<file path="src/rtl/led_scroll_scheduler_pkg.sv">
`default_nettype none
// ============================================================================
// Module : led_sched_pkg
// Shared state encoding, display constants and width helper.
// Rev    : 1.0
// ============================================================================
package led_sched_pkg;

    typedef enum logic [1:0] {
        IDLE   = 2'd0,
        SHOW   = 2'd1,
        SCROLL = 2'd2,
        ERR    = 2'd3
    } sched_state_t;

    localparam logic [15:0] ERR_PATTERN = 16'hEEEE;
    localparam logic [15:0] BLANK       = 16'h0000;

    // Minimum one bit so degenerate widths never collapse to zero.
    function automatic int clog2(input int value);
        int r;
        r = 0;
        while ((1 << r) < value) r = r + 1;
        return (r < 1) ? 1 : r;
    endfunction

endpackage
`default_nettype wire

</file>
<file path="src/rtl/led_scroll_scheduler_if.sv">
`default_nettype none
// ============================================================================
// Module : led_scroll_scheduler_if
// UART-receive strobes in, display window and buffer status out.
// Rev    : 1.0
// ============================================================================
interface led_scroll_scheduler_if #(
    parameter int DEPTH = 8
);
    import led_sched_pkg::*;

    localparam int CW = clog2(2 * DEPTH) + 1;

    logic          Rx_VALID;
    logic [7:0]    Rx_DATA;
    logic          Rx_ERROR;
    logic          clear;
    logic [15:0]   digits;
    logic          digits_valid;
    logic [CW-1:0] buf_count;
    logic          overflow;

    modport master (
        output Rx_VALID, Rx_DATA, Rx_ERROR, clear,
        input  digits, digits_valid, buf_count, overflow
    );

    modport slave (
        input  Rx_VALID, Rx_DATA, Rx_ERROR, clear,
        output digits, digits_valid, buf_count, overflow
    );

endinterface
`default_nettype wire

</file>
<file path="src/rtl/led_scroll_scheduler_nibble_ring_buffer.sv">
`default_nettype none
// ============================================================================
// Module : nibble_ring_buffer
// Circular nibble store written a byte at a time; reads see post-write data.
// Rev    : 1.0
// ============================================================================
module nibble_ring_buffer
    import led_sched_pkg::*;
#(
    parameter int DEPTH = 8
) (
    input  logic                                 clk,
    input  logic                                 reset,
    input  logic                                 i_clear,
    input  logic                                 i_wr,
    input  logic [7:0]                           i_byte,
    input  logic [3:0][clog2(2*DEPTH)-1:0]       i_rd_idx,
    output logic [3:0][3:0]                      o_rd_nib,
    output logic [clog2(2*DEPTH):0]              o_count,
    output logic [clog2(2*DEPTH):0]              o_count_next,
    output logic                                 o_overflow
);
    localparam int NIB = 2 * DEPTH;
    localparam int IW  = clog2(NIB);
    localparam int CW  = IW + 1;

    logic [3:0]    r_mem [NIB];
    logic [IW-1:0] r_wp;
    logic [CW-1:0] r_count;
    logic          r_overflow;

    logic [3:0]    w_mem_n [NIB];
    logic [IW-1:0] w_wp_n;
    logic [CW-1:0] w_count_n;
    logic          w_ovf_n;
    logic [CW:0]   w_sum;
    logic [IW-1:0] w_phys;

    always_comb begin
        w_mem_n   = r_mem;
        w_wp_n    = r_wp;
        w_count_n = r_count;
        w_ovf_n   = r_overflow;
        w_sum     = {1'b0, r_count} + (CW+1)'(2);
        if (i_clear) begin
            w_wp_n    = '0;
            w_count_n = '0;
            w_ovf_n   = 1'b0;
        end else if (i_wr) begin
            w_mem_n[r_wp]          = i_byte[7:4];
            w_mem_n[r_wp + IW'(1)] = i_byte[3:0];
            w_wp_n                 = r_wp + IW'(2);
            if (w_sum > (CW+1)'(NIB)) begin
                w_count_n = CW'(NIB);
                w_ovf_n   = 1'b1;
            end else begin
                w_count_n = w_sum[CW-1:0];
            end
        end
    end

    // Oldest entry sits count slots behind the write pointer; at full count
    // the low IW bits are zero, so the oldest is the write pointer itself.
    always_comb begin
        w_phys   = '0;
        o_rd_nib = '0;
        for (int k = 0; k < 4; k++) begin
            w_phys      = w_wp_n - w_count_n[IW-1:0] + i_rd_idx[k];
            o_rd_nib[k] = w_mem_n[w_phys];
        end
    end

    always_ff @(posedge clk) begin
        if (!reset) begin
            for (int i = 0; i < NIB; i++) r_mem[i] <= 4'h0;
            r_wp       <= '0;
            r_count    <= '0;
            r_overflow <= 1'b0;
        end else begin
            r_mem      <= w_mem_n;
            r_wp       <= w_wp_n;
            r_count    <= w_count_n;
            r_overflow <= w_ovf_n;
        end
    end

    assign o_count      = r_count;
    assign o_count_next = w_count_n;
    assign o_overflow   = r_overflow;

endmodule
`default_nettype wire

</file>
<file path="src/rtl/led_scroll_scheduler.sv">
`default_nettype none
// ============================================================================
// Module : led_scroll_scheduler
// Chooses the four displayed nibbles: static, scrolling window or error hold.
// Rev    : 1.0
// ============================================================================
module led_scroll_scheduler
    import led_sched_pkg::*;
#(
    parameter int DEPTH       = 8,
    parameter int STEP_CYCLES = 2500000,
    parameter int ERR_HOLD    = 5000000
) (
    input  logic                 clk,
    input  logic                 reset,
    led_scroll_scheduler_if.slave bus
);
    localparam int NIB = 2 * DEPTH;
    localparam int IW  = clog2(NIB);
    localparam int CW  = IW + 1;
    localparam int TW  = clog2(STEP_CYCLES);
    localparam int HW  = clog2(ERR_HOLD + 1);

    sched_state_t  r_state, w_state_n, w_mode;
    logic [IW-1:0] r_ws, w_ws_n;
    logic [TW-1:0] r_timer, w_timer_n;
    logic [HW-1:0] r_hold, w_hold_n;
    logic [15:0]   r_digits, w_digits_n;
    logic          r_valid;

    logic [CW-1:0] w_cnt, w_cnt_n;
    logic          w_ovf;
    logic [CW-1:0] w_ws_inc, w_ws_wrap, w_sum;
    logic [3:0][IW-1:0] w_idx;
    logic [3:0][3:0]    w_nib;

    nibble_ring_buffer #(.DEPTH(DEPTH)) u_ring (
        .clk          (clk),
        .reset        (reset),
        .i_clear      (bus.clear),
        .i_wr         (bus.Rx_VALID),
        .i_byte       (bus.Rx_DATA),
        .i_rd_idx     (w_idx),
        .o_rd_nib     (w_nib),
        .o_count      (w_cnt),
        .o_count_next (w_cnt_n),
        .o_overflow   (w_ovf)
    );

    always_comb begin
        w_state_n = r_state;
        w_ws_n    = r_ws;
        w_timer_n = r_timer;
        w_hold_n  = r_hold;
        w_ws_inc  = {1'b0, r_ws} + CW'(1);
        w_ws_wrap = (w_ws_inc >= w_cnt_n) ? (w_ws_inc - w_cnt_n) : w_ws_inc;
        if (w_cnt_n == '0)            w_mode = IDLE;
        else if (w_cnt_n <= CW'(4))   w_mode = SHOW;
        else                          w_mode = SCROLL;

        if (bus.clear) begin
            w_state_n = IDLE;
            w_ws_n    = '0;
            w_timer_n = '0;
            w_hold_n  = '0;
        end else if (bus.Rx_ERROR) begin
            w_state_n = ERR;
            w_hold_n  = HW'(1);
        end else if (r_state == ERR && r_hold != HW'(ERR_HOLD)) begin
            w_hold_n  = r_hold + HW'(1);
        end else begin
            w_state_n = w_mode;
            w_hold_n  = '0;
            // Window keeps its phase through an error hold; only a fresh
            // transition from the static view restarts it.
            if (w_mode == SCROLL && (r_state == SCROLL || r_state == ERR)) begin
                if (r_timer == TW'(STEP_CYCLES - 1)) begin
                    w_timer_n = '0;
                    w_ws_n    = w_ws_wrap[IW-1:0];
                end else begin
                    w_timer_n = r_timer + TW'(1);
                end
            end else begin
                w_ws_n    = '0;
                w_timer_n = '0;
            end
        end
    end

    always_comb begin
        w_sum = '0;
        w_idx = '0;
        for (int k = 0; k < 4; k++) begin
            w_sum = {1'b0, w_ws_n} + CW'(3 - k);
            if (w_state_n == SHOW)
                w_idx[k] = IW'(w_cnt_n - CW'(k + 1));
            else if (w_sum >= w_cnt_n)
                w_idx[k] = IW'(w_sum - w_cnt_n);
            else
                w_idx[k] = w_sum[IW-1:0];
        end
    end

    always_comb begin
        w_digits_n = BLANK;
        case (w_state_n)
            ERR:    w_digits_n = ERR_PATTERN;
            SHOW: begin
                for (int k = 0; k < 4; k++)
                    if (CW'(k) < w_cnt_n) w_digits_n[4*k +: 4] = w_nib[k];
            end
            SCROLL: w_digits_n = w_nib;
            default: w_digits_n = BLANK;
        endcase
    end

    always_ff @(posedge clk) begin
        if (!reset) begin
            r_state  <= IDLE;
            r_ws     <= '0;
            r_timer  <= '0;
            r_hold   <= '0;
            r_digits <= BLANK;
            r_valid  <= 1'b0;
        end else begin
            r_state  <= w_state_n;
            r_ws     <= w_ws_n;
            r_timer  <= w_timer_n;
            r_hold   <= w_hold_n;
            r_digits <= w_digits_n;
            r_valid  <= (w_digits_n != r_digits);
        end
    end

    assign bus.digits       = r_digits;
    assign bus.digits_valid = r_valid;
    assign bus.buf_count    = w_cnt;
    assign bus.overflow     = w_ovf;

endmodule
`default_nettype wire

</file>
<file path="src/flat_wrapper.sv">
// flat-port wrapper written by rule: the top's interface ports become plain ports
module led_scroll_scheduler_flat import led_sched_pkg::*;
#(
    parameter int DEPTH       = 8,
    parameter int STEP_CYCLES = 2500000,
    parameter int ERR_HOLD    = 5000000
)
  (clk, reset, bus_Rx_VALID, bus_Rx_DATA, bus_Rx_ERROR, bus_clear, bus_digits, bus_digits_valid, bus_buf_count, bus_overflow);
  led_scroll_scheduler_if #(.DEPTH(DEPTH)) bus_i ();
  input  logic clk;
  input  logic reset;
  input wire logic [$bits(bus_i.Rx_VALID)-1:0] bus_Rx_VALID;
  input wire logic [$bits(bus_i.Rx_DATA)-1:0] bus_Rx_DATA;
  input wire logic [$bits(bus_i.Rx_ERROR)-1:0] bus_Rx_ERROR;
  input wire logic [$bits(bus_i.clear)-1:0] bus_clear;
  output wire logic [$bits(bus_i.digits)-1:0] bus_digits;
  output wire logic [$bits(bus_i.digits_valid)-1:0] bus_digits_valid;
  output wire logic [$bits(bus_i.buf_count)-1:0] bus_buf_count;
  output wire logic [$bits(bus_i.overflow)-1:0] bus_overflow;
  assign bus_i.Rx_VALID = bus_Rx_VALID;
  assign bus_i.Rx_DATA = bus_Rx_DATA;
  assign bus_i.Rx_ERROR = bus_Rx_ERROR;
  assign bus_i.clear = bus_clear;
  assign bus_digits = bus_i.digits;
  assign bus_digits_valid = bus_i.digits_valid;
  assign bus_buf_count = bus_i.buf_count;
  assign bus_overflow = bus_i.overflow;
  led_scroll_scheduler #(.DEPTH(DEPTH), .STEP_CYCLES(STEP_CYCLES), .ERR_HOLD(ERR_HOLD)) u_core (.clk(clk), .reset(reset), .bus(bus_i));
endmodule
</file>
<file path="config.mk">
export PLATFORM = sky130hd
export DESIGN_NAME = led_scroll_scheduler_flat
export DESIGN_NICKNAME = d
export VERILOG_FILES = /design/src/rtl/led_scroll_scheduler_pkg.sv /design/src/rtl/led_scroll_scheduler_if.sv /design/src/rtl/led_scroll_scheduler_nibble_ring_buffer.sv /design/src/rtl/led_scroll_scheduler.sv /design/src/flat_wrapper.sv
export SDC_FILE = /design/constraint.sdc
export NUM_CORES = 1
export LEC_CHECK = 0
export ABC_AREA = 1
export CORE_UTILIZATION = 30
export CTS_CLUSTER_DIAMETER = 50
export DETAILED_ROUTE_END_ITERATION = 12
export DONT_BUFFER_PORTS = 1
export PLACE_DENSITY_LB_ADDON = 0.12
export RECOVER_POWER = 50
export SLEW_MARGIN = 20
export SYNTH_ARGS = -nofsm -noshare
export SYNTH_HDL_FRONTEND = slang
export SYNTH_HIERARCHICAL = 1
export SYNTH_SLANG_ARGS = --single-unit
</file>
<file path="constraint.sdc">
create_clock -name clk -period 7.7 [get_ports clk]
set_input_delay 1.54 -clock clk [delete_from_list [all_inputs] [get_ports clk]]
set_output_delay 1.54 -clock clk [all_outputs]
set_load 0.01 [all_outputs]
</file>
==> results.toml, run 1 <==
[die]
die-area_um2 = 42900
ios = 36
die_h_um = 207
start_util_pct = 30.6
coreArea_um2 = 41200
die_x_um = 207
placementRows = 74

[worst_setup_path]
reg2reg_slack_ns = 0.64
start_kind = "primary input"
crit_fanout = 9
crit_required_ns = 8.07
reg2reg_depth = 54
regToRegStartpoint = "u_core/u_ring/o_count[1]"
cpMaxStageDelayCell = "fa_2"
cp-end-kind = "flip-flop"
cp.arrival_ns = 7.60
criticalPathCategory = "in -> reg"
r2r_end = "u_core/bus.digits_valid"
crit_buf_inv = 12
cp_common_cell = "nand2_1"
path_delay_family = "simple AND/OR/NAND/NOR gates"
cp_slowest_stage_delay_ns = 0.48

[clock_network]
cts_hold_buf = 0
numCtsBuffers = 17
htreeDepth = 4
insertion_delay_ns = 0.49
clock_path_buffers = 2
cts.clk_slew.worst_paths_ns = 0.07
cts_root_buffer = "clkbuf_16"
cts_sinks = 142
cts_tree = "yes"

[sta]
drv_slew = 69
fin_skew_ns = 0.00948
setup_violations = 0
setup_ws_ns = 0.474
worst_pin_slew_ns = 3.33
finalHoldViolations = 0
finalCritPeriodShare_pct = 93.8
maxSlewHeadroom_pct = -122
period_minus_slack_ns = 7.23
max_freq_mhz = 138

[yosys]
synth_fp_nets = 2270
post-synth-top-count-cell = "nand2_1"
yosys_most_used_dff = "dfxtp_1"
syn_avg_cell_area_um2 = 5.76
synthTopCellsByCount = "nand2_1 (712), nand3_1 (361), inv_1 (247)"
yosysTopAreaCell = "dfxtp_1"
syn_area_um2 = 12600
yosysWarnings = 6
synth_edf_count = 0
synthArstFlopShare_pct = 0
ys_types = 48
synth.area.top_cells = "dfxtp_1 (23%), nand2_1 (21%), nand3_1 (14%), inv_1 (7.3%), ha_1 (5.4%)"
postSynthCellCount = 2192
ys_ff_latch = 142
yosysTopAreaCellShare_pct = 22.5
ys_seq_area_share_pct = 22.5

[min_path]
worstHoldPathCells = 2
min-delay-path-class = "reg -> reg"
holdPathEnd = "u_core/r_timer[2]"
hold_start = "u_core/r_timer[2]"

[finish]
syn2layout_area_growth_pct = 18.5
instances_no_fill = 2814
multi_input_area_um2 = 8600
antenna_cells = 0
fin_util_pct = 36.3
nFillCells = 4568
ff_latch_area_um2 = 2840
design_area_um2 = 15000
layout-drive-gt1-share_pct = 12.7
fin_nets = 2347

[run_status]
failed_checks = "max-capacitance violations, max-slew violations"
status = "finished, violations left"

[drt]
postRouteAntennaNets = 0
firstDrtPassIters = 5
drt_wl_total_um = 49500
num_vias = 14300
drcViolationCount = 0
avgViaCountPerCell = 5.07
wl_per_cell_um = 17.6
drtIter0Drc = 1085

[grt]
first_global_vias = 13300
grt_usage_pct = 23.4
grt_pass1_wl_um = 77300
grt_antenna_before_repair = 0
grt_max_degree = 69
grt-ovfl-total = 0

[placement]
port_buffers = 0
dpl.cell_count = 2775
postPlaceCellArea_um2 = 14100
hpwlAfterDp_um = 38400
place_ws_ns = -0.307
gp_congestion = 0.914

[power_and_ir_drop]
power_mw = 2.87
peakVddDrop_mv = 0.176
power-per-cell-area_nw_per_um2 = 192
p_leak_nw = 7.11

[run]
drv_cap = 1
[worst max-delay path by stage]
stage,startpoint,slack (ns),end,cells after the start
finish,bus_Rx_VALID,0.47,u_core/bus.digits_valid,47
global route,bus_Rx_VALID,-0.03,u_core/bus.digits_valid,51
CTS,bus_Rx_VALID,0.20,u_core/bus.digits_valid,48
detailed placement,bus_Rx_VALID,-0.31,u_core/bus.digits_valid,48
global placement,bus_Rx_VALID,-0.29,u_core/bus.digits_valid,47
floorplan,bus_Rx_VALID,0.002,u_core/bus.digits_valid,51
[routing by layer]
metal | share of wire [%] | vias to the layer above | track usage (%)
met5 | 0 | - | 0
li1 | - | 7253 | -
met3 | 5.0 | 81 | 4.17
met4 | 4.2 | 0 | 11.5
met2 | 47 | 384 | 39.1
met1 | 44 | 6558 | 28.9
[flip-flops by register name, indices dropped and copies added, names as in the netlist]
signal and flops:
u_core/r_state 2, u_core/u_ring/o_overflow 1, u_core/bus.digits 16, u_core/u_ring/r_wp 4
u_core/u_ring/o_count 5, u_core/r_ws 4, u_core/u_ring/r_mem 64, u_core/r_timer 22
u_core/r_hold 23, u_core/bus.digits_valid 1
[final cells by class]
class                           instances  share of cell area (%)
Clock inverter                         13                    1.16
Inverter                              269                    6.81
Tap cell                              532                    4.45
Timing Repair Buffer                  145                    8.11
Clock buffer                           19                    3.03
Multi-Input combinational cell       1694                    57.4
Sequential cell                       142                    19.0
[timing repair]
item / in CTS / in global routing
hold endpoints to repair: 0 / 0
setup endpoints to repair: 0 / 2
setup buffers: 0 / 7
gates resized for setup: 0 / 66
[report_power, final]
part / total, mW / internal (mW) / switching (mW)
clock network: 0.918 / 0.533 / 0.385
registers: 0.770 / 0.751 / 0.0195
logic: 1.18 / 0.440 / 0.737
total: 2.87 / 1.72 / 1.14
[per-stage QoR]
stage	hold slack, ns	setup TNS (ns)
floorplan	0.439	0
CTS	0.475	0
global placement	0.455	-0.290
detailed placement	0.464	-0.307
global route	0.497	-0.0336
finish	0.477	0
[worst min-delay path, delay by kind of cell, from the launching register on]
family / cells / cell delay [ns]
flip-flops: 1 / 0.31
buffers and inverters: 1 / 0.06
AO/OA/AOI/OAI: 1 / 0.05
[cells in the final DEF, fill, tap and decap left out, types with 3 or more instances in the layout]
master and n:
xnor2_1 12, bufinv_16 3, nor3_1 15, o211ai_1 7, buf_12 10, ha_2 5
xor2_1 21, xor2_2 5, fa_1 8, nand3_1 357, nor4_1 4, nor2_1 158
o21a_1 4, a21oi_2 3, nor2_4 6, o21ai_1 19, a211oi_1 7, a21oi_1 123
nand3_4 3, nor2_2 18, inv_6 7, dfxtp_1 142, nand4_1 38, a2bb2oi_1 3
a31oi_1 4, nand3_2 8, inv_2 30, nand3b_1 6, clkbuf_16 17, ha_4 3
inv_1 236, nand2_1 703, o21ai_0 66, ha_1 47, buf_4 131, nand2_2 17
[logic make-up after synthesis]
logic type / Yosys count / synth area share, %
xor gates and xnor gates: 40 / 2.77
adders and majority gates: 65 / 7.04
and+or+nand+nor: 1340 / 46.0
buffers and inverters: 356 / 11.0
DFF: 142 / 22.5
AOI/OAI and AO/OA: 249 / 10.6
Power figures use the tool's default switching activity.
==> run 2: changes to the inputs <==
--- a/config.mk
+++ b/config.mk
@@ -6,6 +6,7 @@
 export NUM_CORES = 1
 export LEC_CHECK = 0
 export ABC_AREA = 1
+export CORE_MARGIN = 8
 export CORE_UTILIZATION = 30
 export CTS_CLUSTER_DIAMETER = 50
 export DETAILED_ROUTE_END_ITERATION = 12
==> constraint.sdc (replaced) <==
create_clock -name clk -period 6.2 [get_ports clk]
set_input_delay 1.24 -clock clk [delete_from_list [all_inputs] [get_ports clk]]
set_output_delay 1.24 -clock clk [all_outputs]
set_load 0.01 [all_outputs]
==> results.toml, run 2 (synthesized netlist as in run 1, its figures left out) <==
[run_status]
status = "finished, violations left"
failed_checks = "negative setup slack"

[die]
die_h_um = 221
die-area_um2 = 48900
coreArea_um2 = 41800
start_util_pct = 30.2
ios = 36
die_x_um = 221
placementRows = 75

[finish]
syn2layout_area_growth_pct = 29.2
fin_util_pct = 39.1
fin_nets = 2439
largest_reg_flops = 64
antenna_cells = 0
mostFrequentLayoutCells = "nand2_1 (677), nand3_1 (323), inv_1 (219)"
top_regs = "u_core/u_ring/r_mem: 64 flops, u_core/r_hold: 23 flops, u_core/r_timer: 22 flops"
design_area_um2 = 16300
layout-drive-gt1-share_pct = 20.2
largest_register = "u_core/u_ring/r_mem"
final_common_cell = "nand2_1"

[sta]
rsz0062_at_grt = "yes"
setup_ws_ns = -0.703
maxSlewHeadroom_pct = 12.2
finalHoldViolations = 0
fin_skew_ns = 0.00755
worst_pin_slew_ns = 1.32
setup_violations = 14
finalCritPeriodShare_pct = 111
drv_slew = 0
max_freq_mhz = 145
period_minus_slack_ns = 6.90
holdWs_ns = 0.475

[grt]
grt_antenna_before_repair = 0
grt_pass1_wl_um = 80300
grt_usage_pct = 20.8
first_global_vias = 14000
grt_max_degree = 65
grt-ovfl-total = 0

[drt]
drt_wl_total_um = 51300
drcViolationCount = 0
drtIter0Drc = 1180
num_vias = 14800
postRouteAntennaNets = 0
firstDrtPassIters = 6
wl_per_cell_um = 17.6
avgViaCountPerCell = 5.08

[worst_setup_path]
cp.arrival_ns = 7.25
crit_required_ns = 6.55
cp_common_cell = "nand3_1"
cpMaxStageDelayCell = "fa_2"
crit_fanout = 7
path_delay_family = "simple AND/OR/NAND/NOR gates"
regToRegStartpoint = "u_core/u_ring/o_count[2]"
setup.worst_path.start = "u_core/u_ring/o_count[2]"
start_kind = "flip-flop"
crit_buf_inv = 12
criticalPathCategory = "reg -> reg"
cp_slowest_stage_delay_ns = 0.70
cp-end-kind = "flip-flop"

[clock_network]
cts_root_buffer = "clkbuf_16"
numCtsBuffers = 17
htreeDepth = 4
cts_tree = "yes"
cts.clk_slew.worst_paths_ns = 0.06
cts_hold_buf = 0
insertion_delay_ns = 0.47
clock_path_buffers = 2
cts_sinks = 142

[placement]
postPlaceCellArea_um2 = 14600
gp_congestion = 0.929
place_ws_ns = -1.17
port_buffers = 0
hpwlAfterDp_um = 39000

[run]
drv_cap = 0

[power_and_ir_drop]
power_mw = 3.83
power-per-cell-area_nw_per_um2 = 235
p_leak_nw = 7.67
peakVddDrop_mv = 0.202

[min_path]
hold_start = "u_core/r_timer[2]"
min-delay-path-class = "reg -> reg"
==> run 2: final timing paths <==
kind	end	cells after the start	slack (ns)
worst min register to register	u_core/r_timer[2]	2	0.47
worst max-delay path	u_core/bus.digits_valid	52	-0.70
worst min-delay path	u_core/r_timer[2]	2	0.47
worst max register to register	u_core/bus.digits_valid	52	-0.70
==> run 2: cell type report <==
type | count | area, um^2
timing repair inverter | 1 | 8.76
timing repair buffer | 236 | 2070
clock inverter | 11 | 141
fill | 4540 | 25400
inverter | 269 | 1050
multi-input combinational | 1694 | 9080
clock buffer | 20 | 457
tap | 539 | 674
sequential | 142 | 2850
==> run 2: repair_timing <==
| action | 4_1_cts | 5_1_grt |
|---|---|---|
| gates cloned | 7 | 0 |
| setup endpoints to repair | 17 | 17 |
| pin swaps | 74 | 48 |
| gates resized for setup | 115 | 52 |
| buffers inserted | 34 | 12 |
==> run 2: per-layer routing <==
metal	GRT usage (%)	vias up	part of all wire (%)
li1	-	7428	-
met1	25.6	6810	43
met5	0	-	0
met2	34.7	449	46
met3	3.33	102	5.6
met4	10.9	0	4.8
==> run 2: tightest hold or removal path, delay by kind of cell, from the launching register on <==
kind                   cells  cell delay (ns)
buffers and inverters      1             0.06
AO/OA/AOI/OAI              1             0.06
flip-flops                 1             0.31
==> run 2: where the power goes <==
part	internal (mW)	leakage, nW	total [mW]	switching (mW)
registers	0.933	1.15	0.957	0.0241
clock network	0.647	0.288	1.08	0.429
logic	0.751	6.23	1.80	1.05
total	2.33	7.67	3.83	1.50
==> run 2: through the flow <==
step	std cells	TNS [ns]
floorplan	2192	-5.66
global placement	2829	-9.07
detailed placement	2829	-10.68
CTS	2901	-3.42
global route	2912	-11.69
finish	2912	-4.40
==> run 3: changes to the inputs <==
==> constraint.sdc (replaced) <==
create_clock -name clk -period 7.85 [get_ports clk]
set_input_delay 1.57 -clock clk [delete_from_list [all_inputs] [get_ports clk]]
set_output_delay 1.57 -clock clk [all_outputs]
set_load 0.01 [all_outputs]
==> results.toml, run 3 (synthesized netlist as in run 1, its figures left out) <==
[worst_setup_path]
cp-end-kind = "flip-flop"
regToRegStartpoint = "u_core/u_ring/o_count[2]"
r2r_end = "u_core/bus.digits_valid"
criticalPathCategory = "in -> reg"
crit_fanout = 8
cp-endpoint = "u_core/bus.digits_valid"
cp.arrival_ns = 7.72
cp_slowest_stage_delay_ns = 0.61
start_kind = "primary input"
setup.worst_path.start = "bus_Rx_VALID"
reg2reg_slack_ns = 0.63
crit_required_ns = 8.21
reg2reg_depth = 52
cpMaxStageDelayCell = "fa_2"

[placement]
dpl.cell_count = 2780
postPlaceCellArea_um2 = 14100
hpwlAfterDp_um = 39600
gp_congestion = 0.932
port_buffers = 0
place_ws_ns = -0.0914

[power_and_ir_drop]
peakVddDrop_mv = 0.168
p_sw_mw = 1.10
p_int_mw = 1.62
pwr-share-seq_pct = 27.8
power_frac_clock_pct = 30.6
power-per-cell-area_nw_per_um2 = 184
power_frac_comb_pct = 41.6
sw_frac_of_total_pct = 40.3
p_leak_nw = 7.02

[grt]
grt_pass1_wl_um = 78200
first_global_vias = 13500
grt-ovfl-total = 0
grt_antenna_before_repair = 0
grt_usage_pct = 20.4
grt_max_degree = 44

[die]
die_x_um = 221
start_util_pct = 30.2
placementRows = 75
die-area_um2 = 48900
die_h_um = 221
coreArea_um2 = 41800
ios = 36

[clock_network]
cts_hold_buf = 0
insertion_delay_ns = 0.48
cts_root_buffer = "clkbuf_16"
cts_sinks = 142
clock_path_buffers = 2
cts.clk_slew.worst_paths_ns = 0.07
numCtsBuffers = 17
htreeDepth = 4
cts_tree = "yes"

[drt]
num_vias = 14200
drcViolationCount = 0
drtIter0Drc = 1074
postRouteAntennaNets = 0
firstDrtPassIters = 6
avgViaCountPerCell = 5.03
wl_per_cell_um = 17.8
drt_wl_total_um = 50100

[sta]
maxSlewHeadroom_pct = -98.7
setup_violations = 0
finalCritPeriodShare_pct = 93.8
fin_skew_ns = 0.0110
drv_slew = 44
period_minus_slack_ns = 7.37
setup_tns_ns = 0
rsz0062_at_grt = "no"
max_freq_mhz = 136
setup_ws_ns = 0.484
worst_pin_slew_ns = 2.97
finalHoldViolations = 0

[finish]
largest_register = "u_core/u_ring/r_mem"
largest_reg_flops = 64
design_area_um2 = 14700
instances_no_fill = 2819
layout-drive-gt1-share_pct = 11.0
syn2layout_area_growth_pct = 16.7
mostFrequentLayoutCells = "nand2_1 (711), nand3_1 (361), inv_1 (239)"
fin_nets = 2345
antenna_cells = 0
final_common_cell = "nand2_1"
top_regs = "u_core/u_ring/r_mem: 64 flops, u_core/r_hold: 23 flops, u_core/r_timer: 22 flops"

[run]
drv_cap = 1

[min_path]
min-delay-path-class = "reg -> reg"

[run_status]
status = "finished, violations left"
failed_checks = "max-capacitance violations, max-slew violations"
run 3: repair_timing:
item / 4_1_cts / 5_1_grt
gates resized for setup: 0 / 24
buffers inserted: 0 / 7
endpoints found under the setup margin: 0 / 1
run 3: final cells by class:
cell class | instances | area (um^2)
Clock buffer | 17 | 425
Clock inverter | 15 | 164
Fill cell | 4648 | 27000
Inverter | 269 | 1020
Multi-Input combinational cell | 1694 | 8450
Sequential cell | 142 | 2840
Tap cell | 539 | 674
Timing Repair Buffer | 143 | 1160
run 3: critical path: cells and delay by family:
family | cells | cell delay (ns)
xor+xnor | 1 | 0.16
fa+ha+maj | 5 | 1.66
simple gates | 20 | 1.71
buf+inv | 12 | 1.19
compound gates | 9 | 1.42
run 3: worst min-delay path by stage:
| stage | depth (start not counted) | slack [ns] | end | from |
|---|---|---|---|---|
| global placement | 2 | 0.46 | u_core/r_timer[2] | u_core/r_timer[2] |
| floorplan | 1 | 0.44 | u_core/r_hold[0] | u_core/r_hold[0] |
| CTS | 2 | 0.48 | u_core/r_timer[2] | u_core/r_timer[2] |
| global route | 2 | 0.51 | u_core/r_timer[2] | u_core/r_timer[2] |
| detailed placement | 2 | 0.47 | u_core/r_timer[2] | u_core/r_timer[2] |
| finish | 2 | 0.48 | u_core/r_timer[2] | u_core/r_timer[2] |
run 3: per-layer routing:
metal	vias up	share of wire, %	global-route usage [%]
met5	-	0	0
met4	0	3.9	8.70
met3	80	4.1	2.90
met2	365	49	36.2
met1	6517	43	24.2
li1	7231	-	-
run 3: power groups by stage:
stage,logic [mW],registers [mW],clock network [mW]
finish,1.13,0.755,0.831
floorplan,0.671,0.765,0
CTS,1.10,0.756,0.867
detailed placement,1.10,0.773,0
global route,1.25,0.758,0.896
global placement,1.10,0.772,0
run 3: metrics by stage:
| step | util (%) | hold slack (ns) | total power, mW |
|---|---|---|---|
| 2_1_floorplan | - | 0.439 | 1.44 |
| 3_3_place_gp | 33.7 | 0.457 | 1.87 |
| 3_5_place_dp | 33.7 | 0.469 | 1.87 |
| 4_1_cts | 35.2 | 0.480 | 2.72 |
| 5_1_grt | 35.3 | 0.509 | 2.90 |
| 6_report | 35.3 | 0.481 | 2.72 |
